## src/rtl/mxn_serial_shifter_pkg.sv

```systemverilog
// Shared definitions for the bit-serial packed shifter: FSM states,
// shift-type and direction encodings.
package mxn_serial_shifter_pkg;

    typedef enum logic [1:0] {
        IDLE  = 2'd0,
        SHIFT = 2'd1,
        DONE  = 2'd2
    } state_t;

    localparam int OP_LOGICAL = 0;
    localparam int OP_ARITH   = 1;

    localparam logic DIR_LEFT  = 1'b0;
    localparam logic DIR_RIGHT = 1'b1;

endpackage

```

## src/rtl/mxn_serial_shifter_lane.sv

```systemverilog
// One WIDTH-bit lane of the serial shifter: loadable register that moves
// one bit per enabled cycle, with zero or sign fill on right shifts.
// Optional feature macro: SHIFT_CARRY_EN adds a registered carry_out bit
// holding the last bit shifted out of the lane.
module serial_shift_lane
    import mxn_serial_shifter_pkg::*;
#(
    parameter int WIDTH = 4,
    parameter int OP    = OP_LOGICAL
) (
    input  logic             clk,
    input  logic             rst_n,
    input  logic             load,
    input  logic [WIDTH-1:0] load_data,
    input  logic             shift_en,
    input  logic             dir,
`ifdef SHIFT_CARRY_EN
    output logic             carry_out,
`endif
    output logic [WIDTH-1:0] data
);

    logic fill_bit;
    logic tap_bit;

    // Fill bit for right shifts and the bit leaving the lane this cycle
    always_comb begin
        fill_bit = 1'b0;
        if (OP == OP_ARITH) begin
            fill_bit = data[WIDTH-1];
        end
        tap_bit = (dir == DIR_RIGHT) ? data[0] : data[WIDTH-1];
    end

    // Lane register: load a fresh operand or move one position
    always_ff @(posedge clk or negedge rst_n) begin
        if (!rst_n) begin
            data <= '0;
        end else if (load) begin
            data <= load_data;
        end else if (shift_en) begin
            if (dir == DIR_RIGHT) begin
                data <= {fill_bit, data[WIDTH-1:1]};
            end else begin
                data <= {data[WIDTH-2:0], 1'b0};
            end
        end
    end

`ifdef SHIFT_CARRY_EN
    // Carry tap: cleared with each new operand, then tracks the last bit out
    always_ff @(posedge clk or negedge rst_n) begin
        if (!rst_n) begin
            carry_out <= 1'b0;
        end else if (load) begin
            carry_out <= 1'b0;
        end else if (shift_en) begin
            carry_out <= tap_bit;
        end
    end
`else
    logic unused_tap;
    assign unused_tap = tap_bit;
`endif

endmodule

```

## src/rtl/mxn_serial_shifter.sv

```systemverilog
// Bit-serial packed shifter: SETS independent WIDTH-bit lanes shifted one
// position per clock, with valid/ready handshakes on request and result.
// Optional feature macro: SHIFT_CARRY_EN adds the shift_out port carrying
// the last bit shifted out of each lane.
module mxn_serial_shifter
    import mxn_serial_shifter_pkg::*;
#(
    parameter int WIDTH = 4,
    parameter int SETS  = 2,
    parameter int OP    = 0
) (
    input  logic                  clk,
    input  logic                  rst_n,
    input  logic                  in_valid,
    output logic                  in_ready,
    input  logic [SETS*WIDTH-1:0] in_packed,
    input  logic                  shift_dir,
    input  logic [WIDTH-1:0]      shift_amt,
    output logic                  out_valid,
    input  logic                  out_ready,
    output logic [SETS*WIDTH-1:0] out_packed,
`ifdef SHIFT_CARRY_EN
    output logic [SETS-1:0]       shift_out,
`endif
    output logic                  busy
);

    localparam int CNT_W = $clog2(WIDTH + 1);
    localparam logic [WIDTH-1:0] AMT_MAX = WIDTH[WIDTH-1:0];
    localparam logic [CNT_W-1:0] CNT_MAX = CNT_W'(WIDTH);

    if (OP != OP_LOGICAL && OP != OP_ARITH) begin : g_bad_op
        $error("mxn_serial_shifter: OP must be 0 (logical) or 1 (arithmetic)");
    end
    if (WIDTH < 2) begin : g_bad_width
        $error("mxn_serial_shifter: WIDTH must be at least 2");
    end
    if (SETS < 1) begin : g_bad_sets
        $error("mxn_serial_shifter: SETS must be at least 1");
    end

    state_t           state;
    state_t           state_next;
    logic [CNT_W-1:0] cnt;
    logic [CNT_W-1:0] load_cnt;
    logic             dir_q;
    logic             accept;
    logic             shift_en;

    assign accept   = in_valid && (state == IDLE);
    assign shift_en = (state == SHIFT) && (cnt != '0);

    // Saturate the requested amount at WIDTH so the counter stays small
    always_comb begin
        load_cnt = CNT_W'(shift_amt);
        if (shift_amt >= AMT_MAX) begin
            load_cnt = CNT_MAX;
        end
    end

    // State register, shift counter and latched direction
    always_ff @(posedge clk or negedge rst_n) begin
        if (!rst_n) begin
            state <= IDLE;
            cnt   <= '0;
            dir_q <= DIR_LEFT;
        end else begin
            state <= state_next;
            if (accept) begin
                cnt   <= load_cnt;
                dir_q <= shift_dir;
            end else if (shift_en) begin
                cnt <= cnt - 1'b1;
            end
        end
    end

    // Next state and handshake outputs; a zero amount still passes through
    // SHIFT for one cycle so latency is uniformly cnt+1 after acceptance
    always_comb begin
        state_next = state;
        in_ready   = 1'b0;
        out_valid  = 1'b0;
        busy       = 1'b0;
        case (state)
            IDLE: begin
                in_ready = 1'b1;
                if (in_valid) begin
                    state_next = SHIFT;
                end
            end
            SHIFT: begin
                busy = 1'b1;
                if (cnt == '0) begin
                    state_next = DONE;
                end
            end
            DONE: begin
                busy      = 1'b1;
                out_valid = 1'b1;
                if (out_ready) begin
                    state_next = IDLE;
                end
            end
            default: begin
                state_next = IDLE;
            end
        endcase
    end

    for (genvar g = 0; g < SETS; g++) begin : g_lane
        serial_shift_lane #(
            .WIDTH (WIDTH),
            .OP    (OP)
        ) u_lane (
            .clk       (clk),
            .rst_n     (rst_n),
            .load      (accept),
            .load_data (in_packed[g*WIDTH +: WIDTH]),
            .shift_en  (shift_en),
            .dir       (dir_q),
`ifdef SHIFT_CARRY_EN
            .carry_out (shift_out[g]),
`endif
            .data      (out_packed[g*WIDTH +: WIDTH])
        );
    end

endmodule

```

## config.mk

```make
export PLATFORM = sky130hd
export DESIGN_NAME = mxn_serial_shifter
export DESIGN_NICKNAME = d
export VERILOG_FILES = /design/src/rtl/mxn_serial_shifter_pkg.sv /design/src/rtl/mxn_serial_shifter_lane.sv /design/src/rtl/mxn_serial_shifter.sv
export SDC_FILE = /design/constraint.sdc
export NUM_CORES = 1
export LEC_CHECK = 0
export CORE_UTILIZATION = 27
export CTS_CLUSTER_DIAMETER = 50
export DETAILED_ROUTE_END_ITERATION = 16
export MAX_ROUTING_LAYER = met4
export SETUP_SLACK_MARGIN = 0.15
export SYNTH_ARGS = -nofsm -noshare
export SYNTH_HDL_FRONTEND = slang
export SYNTH_HIERARCHICAL = 1
export SYNTH_SLANG_ARGS = --single-unit
```

## constraint.sdc

```tcl
create_clock -name clk -period 1.8 [get_ports clk]
set_input_delay 0.36 -clock clk [delete_from_list [all_inputs] [get_ports clk]]
set_output_delay 0.36 -clock clk [all_outputs]
set_load 0.03 [all_outputs]
```

### Word-level counts from Yosys, hierarchy flattened

Index checks and enable logic that the tools add are counted.

* input bits: 17
* register bits: 14

* eq/ne operators: 5
* add/sub/neg operators: 1
* reduce and logical (&&, ||, !) cells: 8
* muxes and demuxes: 16
* order comparisons: 1

Operator list (number)
* two-way mux 4 bit: 6
* two-way mux 3 bit: 3
* two-way mux 2 bit: 3
* one-hot mux 2 bit (3 select lines): 1
* >= comparator 4 x 3 -> 1 bit, second input constant: 1
* != test 2 bit, second input constant: 2
* logical NOT 3 bit: 1
* two-way mux 1 bit: 3
* AND reduction 3 bit: 1
* nonzero test 3 bit: 1
* subtractor 3 x 1 -> 3 bit, second input constant: 1
* == test 2 x 1 -> 1 bit, second input constant: 1
* == test 2 bit, second input constant: 1
* logical AND 1 bit: 2
* logical NOT 2 bit: 1
* != test 2 x 1 -> 1 bit, second input constant: 1
* nonzero test 2 bit: 1
* OR reduction 2 bit: 1

### Depth between registers and ports, before layout

Gate-level depths: netlist of run 1.

* depth after elaboration: 4
* gate-level depth with buffers: 7

### By module

Netlist of run 1, hierarchy kept.

By module, submodules not included
* serial_shift_lane: area each 237.7 µm², times used 2, cells an instance 22, seq. area each 100.1 µm²
* mxn_serial_shifter: area each 415.4 µm², times used 1, cells an instance 38, seq. area each 150.1 µm²

### Worst setup path after synthesis of run 1

OpenSTA, ideal clock, no wires.

* path kind: flip-flop to flip-flop
* start point: reg state[0]
* end point: reg g_lane[0].u_lane.data[1]
* data required time: 1.673 ns
* data arrival time: 1.564 ns
* period minus slack after synthesis: 1.691 ns
* library setup time: 0.127 ns
* stages on the path, launching flop included: 7
* buffers on the path: 0
* path slack: 0.109 ns
* cell sequence: dfrtp_1 -> inv_1 -> ha_1 -> nand2_1 -> inv_1 -> nand2b_2 -> o211ai_2

* longest elaborated chain between the ends: 3

Ends and longest elaborated chain
* start: declaration: line mxn_serial_shifter.sv:42 `state_t state;`
* start signal: assignment: line mxn_serial_shifter.sv:68 `state <= state_next;`
* logical NOT 2 bit (*): line mxn_serial_shifter.sv:50 `assign accept = in_valid && (state == IDLE);`
* logical AND 1 bit (*): line mxn_serial_shifter.sv:50
* named net accept: line mxn_serial_shifter.sv:47 `logic accept;`
* two-way mux 4 bit or nonzero test 2 bit (tied branches)
* end signal: assignment: line mxn_serial_shifter_lane.sv:40 `data <= load_data;`
* end signal: assignment: line mxn_serial_shifter_lane.sv:43 `data <= {fill_bit, data[WIDTH-1:1]};`
* end signal: assignment: line mxn_serial_shifter_lane.sv:45 `data <= {data[WIDTH-2:0], 1'b0};`
* end: declaration: line mxn_serial_shifter_lane.sv:20 `output logic [WIDTH-1:0] data`

The timed path passes the listed nets; every way through them passes the cells marked *.
A chain may end at the register's enable or synchronous reset.

### Worst setup path after layout of run 1

* start point: reg state[0]
* end point: out out_valid

* longest elaborated chain between the ends: 2

Ends and longest elaborated chain
* == test 2 bit: line mxn_serial_shifter.sv:85 `case (state)`
* two-way mux 1 bit: line mxn_serial_shifter.sv:85
* end: declaration: line mxn_serial_shifter.sv:19 `output logic out_valid,`

No other way between the ends.

==> results of run 1 <==
## what timing repair did
action,in CTS,in global routing
cloned,0,1
gates resized for setup,19,6
setup buffers,1,5
pin swaps,0,0
endpoints found under the setup margin,13,11
endpoints found under the hold margin,0,0
## worst paths after layout
kind	startpoint	endpoint	slack (ps)	cells past startpoint
max reg2reg	cnt[0]	state[0]	230	6
min reg2reg	state[0]	state[0]	550	1
max in group asynchronous	rst_n	g_lane[0].u_lane/data[2]	1230	2
min in group clk	state[0]	state[0]	550	1
max	state[0]	out_valid	220	3
min	rst_n	cnt[2]	390	2
## routing by layer
metal | wire, um | up-vias | GRT usage
met5 | 0 | - | -
met4 | 27 | 0 | 0.0680
met3 | 77 | 2 | 0.0153
met2 | 1030 | 18 | 0.222
met1 | 964 | 356 | 0.143
li1 | - | 368 | -
## stage by stage
stage / instances / area, um^2 / utilization
floorplan: 82 / 893 / -
global placement: 156 / 1240 / 0.399
detailed placement: 156 / 1240 / 0.399
CTS: 161 / 1270 / 0.409
global route: 167 / 1310 / 0.423
finish: 167 / 1310 / 0.423
## where the power goes
group / switching, mW / total, mW / internal, mW
clock network: 0.104 / 0.226 / 0.123
logic: 0.865 / 1.67 / 0.803
registers: 0.147 / 0.628 / 0.480
total: 1.12 / 2.52 / 1.41
## logic make-up (layout without fill, tap and decap cells)
group / Yosys count / in the layout / share of synthesized area
buffers and inverters: 10 / 51 / 0.0506
AOI/OAI and AO/OA: 15 / 15 / 0.133
and+or+nand+nor: 30 / 30 / 0.251
xor gates and xnor gates: 1 / 1 / 0.00983
adders and majority gates: 5 / 5 / 0.0702
DFF: 14 / 14 / 0.393
muxes: 7 / 7 / 0.0913
## layout make-up
| type | count | share of cell area |
|---|---|---|
| repair inverters | 1 | 0.00381 |
| multi-input cells | 58 | 0.383 |
| flip-flops and latches | 14 | 0.267 |
| repair buffers | 37 | 0.248 |
| clock buffers | 4 | 0.0276 |
| well taps | 44 | 0.0419 |
| inverters | 9 | 0.0286 |
## sequential cells by signal (all words and copies together) (netlist names)
register / count
dir_q: 1
g_lane.u_lane/data: 8
state: 2
cnt: 3
## cells in the mapped netlist
cell type,number
o211ai_2,4
a31oi_1,6
dfrtp_1,14
o21ai_0,1
nor2b_4,1
ha_1,5
or2b_1,1
nor2b_2,4
a21oi_1,2
xnor2_1,1
nand4_1,1
inv_1,9
o211ai_1,1
mux2_4,2
o21ai_2,1
nand3b_4,1
or2b_2,1
buf_6,1
nand3_1,2
nand2b_2,2
nand2b_1,4
nand2_1,5
nor2_1,1
or3b_1,4
mux2i_1,4
mux2_2,1
nand3b_1,3
## critical path, delay by kind of cell, from the launching register on
family,cells,cell delay (ps)
flops,1,400
buf+inv,2,380
fa+ha+maj,1,170
==> summary.txt, run 1 <==
Status
  – Status: finished, final reports clean

Flow run
  – Max-Cap Viols: 0

Power and ir drop
  – PnR Total Power: 2.52 mW
  – Peak supply drop: around 420 uV
  – Cell Pwr Density: slightly below 2000 nW/um^2
  – Leakage: between 0.5 and 0.6 nW

Layout
  – Multi-input logic area: 503 um^2
  – # diodes: 0
  – Register Area: 350 um^2
  – Fill cell count: 340
  – Area growth from synthesis to layout: 47.3%
  – Most common library cell in the layout ignoring fill and taps: clkdlybuf4s50_1
  – Most frequent cells in the layout: clkdlybuf4s50_1 (16), dfrtp_1 (14), buf_4 (9), inv_1 (8), dlygate4sd2_1 (8)
  – Fraction of layout cells with a size suffix above 1: 0.317
  – Final net count: around 150

Die
  – Initial core utilization: 0.287
  – Core Area: 3100 um^2
  – Ports: 28
  – Num rows: 20
  – Die area: 3530 um^2
  – Die Width: between 50 and 60 um
  – DIE HEIGHT: around 59 um

Clock tree
  – Hold_buf cts: 0
  – Root Driver: clkbuf_4
  – Clock Tree Buf Depth: 2
  – Sink Count: 14
  – Worst-path clk slew: ~90 ps
  – CTS tree: built
  – TritonCTS Buffers: 3
  – Clock latency on the worst-skew pair: around 280 ps
  – H-tree depth: 1

Critical path
  – Crit path max fanout: 3
  – Startpoint types: register
  – Crit end category: output port
  – Req. time, crit path: roughly 1400 ps
  – Worst path max stage delay: 400 ps
  – Worst-path cell chain: inv_1 -> ha_1 -> clkdlybuf4s18_2
  – Worst-path cell with the longest stage delay: dfrtp_1
  – Arrival @ worst endpoint: around 1200 ps
  – Setup Crit Path Kind: reg2out

Logic synthesis
  – Synth top area cells: dfrtp_1 (39%), ha_1 (7.0%), o211ai_2 (5.6%)
  – Register area share after synthesis: 0.393
  – Flops & latches, synth: 14
  – Post-synthesis cell type with the largest combined area: dfrtp_1
  – Net count after synthesis: about 100
  – Post-synth top area share: 0.393
  – Mapped Cells: 82
  – Distinct cell type count after synthesis: 27
  – Post-Syn Area: between 800 and 900 um^2
  – Syn. warnings: 6
  – Avg Cell Area, Syn: 10.9 um^2

Detailed routing
  – Drt wl/cell: 12.6 um
  – DRT Pass-1 Iters: 4
  – Number of remaining DRC errors: 0
  – Via count: roughly 740
  – Post-route ant nets: 0
  – Avg Vias per Cell: around 4.5
  – DRT iter0 DRCs: 12
  – DRT Wirelength: between 2000 and 2500 um

Timing
  – Final hold violations: 0
  – TNS Setup: 0 ps
  – Final Setup Violations: 0
  – Post-layout min period: between 1500 and 2000 ps
  – Unrepaired setup endpoints after global routing: false
  – Slew Limit Headroom: 0.745
  – Least-Margin Pin Slew: 382 ps
  – Max Slew Vio Count: 0
  – Setup slack after layout: 219 ps
  – Max Fclk: between 600 and 700 MHz
  – Tcrit/Tclk final: 0.879
  – Final Skew: 9.58 ps
  – Hold WS: between 300 and 400 ps

GRT
  – Largest net degree at the start of global routing: 18
  – First-pass GRT wire length: between 3000 and 4000 um
  – Via count of the first global-routing pass: about 770
  – Initial antenna violation count: 0
  – Gr ovfl total: 0
  – GRT Total Usage: 0.128

Placed design
  – Dpl ws: 41.7 ps
  – Hpwl dp: between 1000 and 1500 um
  – IO Port Bufs: 27
  – Gpl congestion: ~0.77

Min path
  – Min-delay worst type: in2async
Note: power is estimated with default switching activity, not from simulation.
==> run 2, diff against run 1 <==
--- a/config.mk
+++ b/config.mk
@@ -10,6 +10,7 @@
 export DETAILED_ROUTE_END_ITERATION = 16
 export MAX_ROUTING_LAYER = met4
 export SETUP_SLACK_MARGIN = 0.15
+export SKIP_CTS_REPAIR_TIMING = 1
 export SYNTH_ARGS = -nofsm -noshare
 export SYNTH_HDL_FRONTEND = slang
 export SYNTH_HIERARCHICAL = 1
==> run 2 against run 1 <==
  * Register-to-register slack is essentially flat
  * Wire length grew 1.7%
  * Core utilization increased by 1.7 points
  * Cell area up 4.0%
  * Clock skew down 3.6 ps
  * Global-route usage decreased by 0.095 points
  * Critical path depth stayed put
  * Critical path type unchanged
  * Clock power barely moved
  * Sequential power is essentially flat
==> summary.txt, run 2 (synthesis results as in run 1) <==
Layout
  – Most common library cell in the layout ignoring fill and taps: clkdlybuf4s50_1 (unchanged)
  – Multi-input logic area: 515 um^2 (was 503 um^2)
  – Fraction of layout cells with a size suffix above 1: 0.309 (was 0.317)
  – Max FFs per register: 8 (unchanged)
  – Finished Core Util: 0.440 (was 0.423)
  – Area growth from synthesis to layout: 53.2% (was 47.3%)
  – Non-filler cells, final: 167 (unchanged)
  – Register Area: 350 um^2 (unchanged)
  – Fill cell count: 327 (was 340)
  – Fin area: 1370 um^2 (was 1310 um^2)
  – Most frequent cells in the layout: clkdlybuf4s50_1 (16), dfrtp_1 (14), dlymetal6s2s_1 (10), buf_4 (9), inv_1 (8) (was clkdlybuf4s50_1 (16), dfrtp_1 (14), buf_4 (9), inv_1 (8), dlygate4sd2_1 (8))
  – Final net count: 146 (unchanged)
  – Largest Register: g_lane.u_lane/data (unchanged)
  – Biggest regs: g_lane.u_lane/data x8, cnt x3, state x2 (unchanged)
  – # diodes: 0 (unchanged)

Clock tree
  – Worst-path clk slew: 90 ps (about the same)
  – H-tree depth: 1 (unchanged)
  – Sink Count: 14 (unchanged)
  – Clock latency on the worst-skew pair: 280 ps (about the same)
  – Root Driver: clkbuf_4 (unchanged)
  – CTS tree: built (unchanged)
  – Clock Tree Buf Depth: 2 (unchanged)
  – TritonCTS Buffers: 3 (unchanged)

Die
  – Num rows: 20 (unchanged)
  – Die Width: 59.4 um (unchanged)
  – Die area: 3530 um^2 (unchanged)
  – DIE HEIGHT: 59.4 um (unchanged)
  – Core Area: 3100 um^2 (unchanged)
  – Initial core utilization: 0.287 (unchanged)
  – Ports: 28 (unchanged)

Placed design
  – Gpl congestion: 0.768 (unchanged)
  – IO Port Bufs: 27 (unchanged)
  – DP Cell Count: 156 (unchanged)
  – Hpwl dp: 1500 um (unchanged)
  – Dpl ws: 41.7 ps (unchanged)
  – DP Area: 1240 um^2 (unchanged)

Power and ir drop
  – Sw Ratio: 0.431 (was 0.442)
  – Internal Pwr Total: 1.49 mW (was 1.41 mW)
  – Leakage: 0.690 nW (was 0.591 nW)
  – Sw power: 1.13 mW (was 1.12 mW)
  – Flop pwr share: 0.239 (was 0.249)
  – Clock power frac: 0.087 (was 0.090)
  – Peak supply drop: 426 uV (was 422 uV)
  – PnR Total Power: 2.62 mW (was 2.52 mW)
  – Combinational power share: 0.674 (was 0.661)
  – Cell Pwr Density: 1920 nW/um^2 (about the same)

Critical path
  – Worst reg2reg setup slack: 220 ps (was 230 ps)
  – Req. time, crit path: 1440 ps (about the same)
  – Crit path max fanout: 3 (unchanged)
  – Arrival @ worst endpoint: 1320 ps (was 1220 ps)
  – Startpoint types: register (unchanged)
  – Worst-path cell chain: inv_1 -> ha_2 -> dlymetal6s2s_1 (was inv_1 -> ha_1 -> clkdlybuf4s18_2)
  – Crit end category: output port (unchanged)
  – Setup Crit Path Kind: reg2out (unchanged)
  – R2r worst-path depth: 5 (was 6)
  – Worst path max stage delay: 390 ps (was 400 ps)
  – Worst-path cell with the longest stage delay: dfrtp_1 (unchanged)

Timing
  – Final hold violations: 0 (unchanged)
  – Slew Limit Headroom: 0.762 (was 0.745)
  – Max Slew Vio Count: 0 (unchanged)
  – Tcrit/Tclk final: 0.932 (was 0.879)
  – Setup slack after layout: 123 ps (was 219 ps)
  – Hold WS: 395 ps (was 391 ps)
  – Final Skew: 5.93 ps (was 9.58 ps)
  – Max Fclk: 596 MHz (was 632 MHz)
  – Final Setup Violations: 0 (unchanged)
  – Unrepaired setup endpoints after global routing: true (was false)
  – Post-layout min period: 1680 ps (was 1580 ps)
  – TNS Setup: 0 ps (unchanged)
  – Least-Margin Pin Slew: 358 ps (was 382 ps)

Min path
  – Min-delay worst type: in2async (unchanged)

Detailed routing
  – Avg Vias per Cell: 4.44 (was 4.46)
  – Post-route ant nets: 0 (unchanged)
  – Via count: 742 (was 744)
  – Number of remaining DRC errors: 0 (unchanged)
  – DRT Wirelength: 2130 um (was 2100 um)
  – Drt wl/cell: 12.8 um (was 12.6 um)
  – DRT Pass-1 Iters: 2 (was 4)
  – DRT iter0 DRCs: 18 (was 12)

GRT
  – First-pass GRT wire length: 3270 um (was 3290 um)
  – GRT Total Usage: 0.127 (was 0.128)
  – Largest net degree at the start of global routing: 18 (unchanged)
  – Initial antenna violation count: 0 (unchanged)
  – Gr ovfl total: 0 (unchanged)
  – Via count of the first global-routing pass: 766 (was 767)

Status
  – Status: finished, final reports clean (unchanged)

Flow run
  – Max-Cap Viols: 0 (unchanged)
-- run 2: cell count changes in the layout (fill, tap and decap cells not counted), sizes merged --
cell and change:
clkdlybuf4s18 -1, buf -2, dlymetal6s2s +10, clkbuf +1, dlygate4sd2 -8
-- run 2: cell type report --
| cell class | count | share of cell area |
|---|---|---|
| Sequential cell | 14 | 0.257 |
| Timing Repair Buffer | 37 | 0.268 |
| Multi-Input combinational cell | 58 | 0.378 |
| Timing Repair inverter | 1 | 0.00367 |
| Clock buffer | 4 | 0.0266 |
| Tap cell | 44 | 0.0403 |
| Inverter | 9 | 0.0275 |
-- run 2: final timing paths --
| path | from | end |
|---|---|---|
| max | state[1] | busy |
| min | rst_n | cnt[2] |
| max reg2reg | state[0] | state[0] |
| min reg2reg | state[0] | state[0] |
| max in group asynchronous | rst_n | cnt[1] |
| min in group clk | state[0] | state[0] |
-- run 2: power by group through the flow --
stage	Combinational (mW)	Clock, mW	Sequential [mW]
2_1_floorplan	1.02	0	0.777
3_3_place_gp	1.62	0	0.639
3_5_place_dp	1.65	0	0.640
4_1_cts	1.66	0.233	0.637
5_1_grt	1.92	0.248	0.660
6_report	1.77	0.227	0.626
-- run 2: critical path, delay by kind of cell (launching register included) --
| kind | cells | cell delay, ps |
|---|---|---|
| buffers and inverters | 2 | 350 |
| adders and majority gates | 1 | 310 |
| DFF | 1 | 390 |
-- run 2: routing by layer --
metal / routed length (um) / share of wire / GRT usage / up-vias
met5: 0 / 0 / - / -
met4: 27 / 0.013 / 0.0680 / 0
met3: 70 / 0.033 / 0.0153 / 2
met2: 1050 / 0.49 / 0.217 / 18
met1: 987 / 0.46 / 0.145 / 353
li1: - / - / - / 369
